**config.mk**
```make
export PLATFORM = sky130hd
export DESIGN_NAME = strobe_arbiter
export DESIGN_NICKNAME = d
export VERILOG_FILES = /design/src/rtl/strobe_arbiter.sv
export SDC_FILE = /design/constraint.sdc
export NUM_CORES = 1
export LEC_CHECK = 0
export ABC_AREA = 1
export ABC_CLOCK_PERIOD_IN_PS = 3500
export CAP_MARGIN = 5
export CORE_UTILIZATION = 48
export CTS_CLUSTER_DIAMETER = 40
export CTS_CLUSTER_SIZE = 8
export DETAILED_ROUTE_END_ITERATION = 12
export PLACE_DENSITY = 0.95
export REMOVE_ABC_BUFFERS = 1
export SLEW_MARGIN = 10
export SYNTH_ARGS = -nofsm -noshare
export SYNTH_HDL_FRONTEND = slang
export SYNTH_SLANG_ARGS = --single-unit
export TNS_END_PERCENT = 50
```
**constraint.sdc**
```tcl
create_clock -name clk -period 3.5 [get_ports clk]
set_clock_uncertainty 0.05 [all_clocks]
set_input_delay 0.7 -clock clk [delete_from_list [all_inputs] [get_ports clk]]
set_output_delay 0.7 -clock clk [all_outputs]
set_load 0.01 [all_outputs]
```
**src/rtl/strobe_arbiter.sv**
```systemverilog
// Round-robin arbiter sharing one toggle-flag strobe crossing between NUM_REQ requesters.
// Strobes are spaced by an optional return ack (with timeout) plus a fixed holdoff.
module strobe_arbiter #(
    parameter int unsigned NUM_REQ = 4,
    parameter int unsigned WIDTH   = 8,
    parameter int unsigned ID_W    = 2,
    parameter int unsigned GAP     = 4,
    parameter int unsigned USE_ACK = 1,
    parameter int unsigned TIMEOUT = 16
) (
    input  logic                     clk,
    input  logic                     reset_n,
    input  logic [NUM_REQ-1:0]       req_valid,
    input  logic [NUM_REQ*WIDTH-1:0] req_data,
    output logic [NUM_REQ-1:0]       req_ready,
    output logic                     strobe_out,
    output logic [ID_W+WIDTH-1:0]    data_out,
    input  logic                     ack_in,
    output logic                     busy,
    output logic                     timeout_err,
    output logic [ID_W-1:0]          last_grant
);

    localparam int unsigned CntMax = (TIMEOUT > GAP) ? TIMEOUT : GAP;
    localparam int unsigned CntW   = $clog2(CntMax + 1);

    typedef enum logic [1:0] {StIdle, StIssue, StWaitAck, StHoldoff} state_e;

    state_e                state_q, state_d;
    logic [ID_W-1:0]       rr_q, rr_d;
    logic [ID_W-1:0]       last_grant_q, last_grant_d;
    logic [ID_W+WIDTH-1:0] data_q, data_d;
    logic [CntW-1:0]       cnt_q, cnt_d;
    logic                  timeout_q, timeout_d;

    logic [ID_W-1:0]       grant, grant_next, idx;
    logic                  any_valid;
    logic [WIDTH-1:0]      payload [NUM_REQ];

    for (genvar i = 0; i < NUM_REQ; i++) begin : gen_payload
        assign payload[i] = req_data[i*WIDTH +: WIDTH];
    end

    // First valid requester at or after the rr pointer, wrapping modulo NUM_REQ.
    always_comb begin : arbitrate
        grant      = '0;
        grant_next = '0;
        any_valid  = 1'b0;
        idx        = '0;
        for (int unsigned i = 0; i < NUM_REQ; i++) begin
            idx = ID_W'((32'(rr_q) + i) % NUM_REQ);
            if (!any_valid && req_valid[idx]) begin
                any_valid  = 1'b1;
                grant      = idx;
                grant_next = ID_W'((32'(rr_q) + i + 1) % NUM_REQ);
            end
        end
    end

    always_ff @(posedge clk) begin : state_reg
        if (!reset_n) begin
            state_q      <= StIdle;
            rr_q         <= '0;
            last_grant_q <= '0;
            data_q       <= '0;
            cnt_q        <= '0;
            timeout_q    <= 1'b0;
        end else begin
            state_q      <= state_d;
            rr_q         <= rr_d;
            last_grant_q <= last_grant_d;
            data_q       <= data_d;
            cnt_q        <= cnt_d;
            timeout_q    <= timeout_d;
        end
    end

    always_comb begin : next_state
        state_d      = state_q;
        rr_d         = rr_q;
        last_grant_d = last_grant_q;
        data_d       = data_q;
        cnt_d        = cnt_q;
        timeout_d    = 1'b0;
        unique case (state_q)
            StIdle: begin
                if (any_valid) begin
                    state_d      = StIssue;
                    rr_d         = grant_next;
                    last_grant_d = grant;
                    data_d       = {grant, payload[grant]};
                end
            end
            StIssue: begin
                state_d = (USE_ACK != 0) ? StWaitAck : StHoldoff;
                cnt_d   = '0;
            end
            StWaitAck: begin
                // An ack on the final wait cycle still counts as a clean ack.
                if (ack_in) begin
                    state_d = StHoldoff;
                    cnt_d   = '0;
                end else if (cnt_q == CntW'(TIMEOUT - 1)) begin
                    state_d   = StHoldoff;
                    cnt_d     = '0;
                    timeout_d = 1'b1;
                end else begin
                    cnt_d = cnt_q + CntW'(1);
                end
            end
            StHoldoff: begin
                if (cnt_q == CntW'(GAP - 1)) begin
                    state_d = StIdle;
                    cnt_d   = '0;
                end else begin
                    cnt_d = cnt_q + CntW'(1);
                end
            end
            default: state_d = StIdle;
        endcase
    end

    always_comb begin : outputs
        req_ready = '0;
        if (reset_n && state_q == StIdle && any_valid) begin
            req_ready[grant] = 1'b1;
        end
        strobe_out = (state_q == StIssue);
        busy       = (state_q != StIdle);
    end

    assign data_out    = data_q;
    assign timeout_err = timeout_q;
    assign last_grant  = last_grant_q;

endmodule

```
==> results of run 1 <==
[area by class of cell]
class                           count  area share
Clock buffer                        3     0.00996
Clock inverter                      1      0.0133
Inverter                           23      0.0382
Multi-Input combinational cell    183       0.460
Sequential cell                    20       0.178
Tap cell                           44      0.0243
Timing Repair Buffer               63       0.277
[what timing repair did]
action / in CTS / in global routing
hold buffers: 0 / 0
resized for setup: 0 / 5
setup endpoints to repair: 0 / 4
[sequential cells by signal, indices dropped and copies added (netlist names)]
| signal | cells |
|---|---|
| data_out | 8 |
| last_grant | 2 |
| timeout_err | 1 |
| rr_q | 2 |
| cnt_q | 5 |
| state_q | 2 |
[worst paths after layout]
check	depth (start not counted)	end	startpoint	slack [ns]
worst max-delay path	11	req_ready[3]	req_valid[0]	0.42
worst min register to register	2	cnt_q[4]$_SDFFE_PN0P_	cnt_q[4]$_SDFFE_PN0P_	0.46
worst min-delay path	2	cnt_q[4]$_SDFFE_PN0P_	cnt_q[4]$_SDFFE_PN0P_	0.46
worst max register to register	15	data_out[6]$_SDFFE_PN0P_	rr_q[0]$_SDFFE_PN0P_	1.28
[kinds of logic after synthesis]
group | after synthesis | synth area share
AO/OA/AOI/OAI | 32 | 0.108
adder cells (fa/ha/maj) | 8 | 0.0622
buffers and inverters | 33 | 0.105
flip-flops | 20 | 0.249
AND/OR/NAND/NOR | 143 | 0.476
[power groups by stage]
stage	clock network [mW]	logic, mW	registers, mW
5_1_grt	0.206	1.78	0.368
4_1_cts	0.198	1.61	0.357
3_3_place_gp	0	1.55	0.360
2_1_floorplan	0	1.07	0.376
3_5_place_dp	0	1.59	0.361
6_report	0.198	1.61	0.359
[worst max-delay path: stages]
cell	delay, ns
clkdlybuf4s50_1	0.42
inv_1	0.07
nand2_1	0.07
nand3_1	0.10
nand2_2	0.12
nor2_8	0.18
nand3_2	0.12
nand2_1	0.13
nor2_4	0.05
nor3_1	0.18
dlymetal6s2s_1	0.19
[through the flow]
stage | instance area [um^2] | setup slack, ns | hold slack, ns | std cells
6_report | 2260 | 0.421 | 0.461 | 337
5_1_grt | 2260 | 0.215 | 0.477 | 337
4_1_cts | 2250 | 0.0248 | 0.458 | 337
3_5_place_dp | 2200 | 0.0503 | 0.439 | 333
3_3_place_gp | 2200 | 0.0640 | 0.426 | 333
2_1_floorplan | 1530 | 0.906 | 0.412 | 226
[routing by layer]
layer  part of all wire  global-route usage  up-vias
li1                   -                   -      903
met1               0.45               0.285      810
met2               0.50               0.435       47
met3              0.041              0.0368        6
met4              0.016              0.0997        0
met5                  0                   0        -
[cell usage in the layout (no fill, tap or decap)]
| cell type | n |
|---|---|
| inv_2 | 7 |
| nand3_1 | 35 |
| clkbuf_4 | 3 |
| dlymetal6s2s_1 | 4 |
| a211oi_1 | 2 |
| nand3b_2 | 1 |
| o21ai_0 | 13 |
| buf_4 | 6 |
| clkdlybuf4s50_1 | 53 |
| nand2_1 | 52 |
| nor3_1 | 7 |
| o31ai_1 | 1 |
| a21oi_1 | 10 |
| nand3_4 | 2 |
| a31oi_1 | 1 |
| nor2_2 | 8 |
| nand2_2 | 7 |
| dfxtp_2 | 1 |
| nand3_2 | 11 |
| o21ai_1 | 3 |
| dfxtp_1 | 19 |
| nor2_8 | 1 |
| nand4_1 | 2 |
| ha_1 | 8 |
| a221oi_1 | 1 |
| bufinv_16 | 1 |
| o22ai_1 | 1 |
| inv_1 | 16 |
| nor2_1 | 15 |
| nor2_4 | 2 |
==> metrics, run 1 <==
vias in the first global route about 1600; clock slew seen by the registers of the worst setup and hold paths 0.13 ns; Ant. Diodes 0; Final Util 0.723; GRT Util Overall 0.243; first-pass GRT wire length about 6700 um; Reg area 402 um^2; area occupied by multi-input gates roughly 1000 um^2; Arr. time, crit path 2.33 ns; CP endpoint kind primary output; asr flop ratio synth 0; clock share of power 0.091; DRC viols 0; status completed; TritonCTS buffer count 3; Static Leak 1.04 nW; minimum clock period after layout 3.08 ns; largest net degree at the start of global routing 22; CTS tree built; clock sink count 20; Cell variety after synth 28; Switch Pwr 1.13 mW; Logic pwr share 0.743; Final Wtd Congestion 0.875; I/O pins 58; #FFs+latches synth 20; chip width 59.9 um; clock root buffer clkbuf_4; WS Path Type primary input to primary output; number of flops mapped to enable cells by yosys 0; Layout fillers 263; DRT Pass-1 Iters 4; clk buf depth 2; unrepaired setup endpoints after global routing no; area delta synth->final 40.5%; syn_area_per_cell 6.82 um^2; average via count per standard cell 5.24; Yosys warnings 0; final WL roughly 4100 um; Net Sw Frac 0.522; final number of hold-violating endpoints 0; Die H 59.9 um; Int Power 1.04 mW; Slew @ Worst Pin 0.528 ns; maxcap violations 0; Peak VDD IR 745 uV; Power Total 2.16 mW; fin crit share 0.880; Synth Flop Type dfxtp_1; initial antenna violation count 0; most numerous cell in the Yosys netlist nand2_1; GRT overflow 0; Skew-Pair Late Insertion Delay between 0.3 and 0.4 ns; post-synthesis sequential area ratio 0.249; post-synth top area share 0.249; layout cells sized above 1 0.171; post-synth top area cell dfxtp_1; Post-DP HPWL approximately 3000 um; Hold Crit Class register to register; Reg power frac 0.166; Detail Route Antenna Nets 0; Initial Util 0.515; Vias 1766; Max Fclk 325 MHz; Final Max Tran Viols 0; post-synthesis cell count 236; Core Rows 20; core box area 3130 um^2; Synth area leaders dfxtp_1 (25%), nand2_1 (12%), nand3_1 (11%); Fin Setup TNS 0 ns; Post-Syn Area ~1600 um^2; Finish-stage setup viols 0; Worst EP required 2.75 ns; setup bufs post-CTS 0; Iter 0 DRT Violations 100; Crit Path Max Fanout 7; H-tree levels 1; number of port buffers 57; die area between 3000 and 4000 um^2; Synth top cells by count nand2_1 (52), nand3_1 (35), dfxtp_1 (20); pwr dens around 960 nW/um^2; CP Launch Type primary input; final net count 341; slew margin rel. 0.644; routed len/inst 12.1 um
Power figures use the tool's default switching activity.
==> inputs of run 2 (changes only) <==
HOLD_SLACK_MARGIN = 0.08   (was unset)
==> results of run 2 <==
No change in the layout: final DEF, timing and power equal those of run 1.
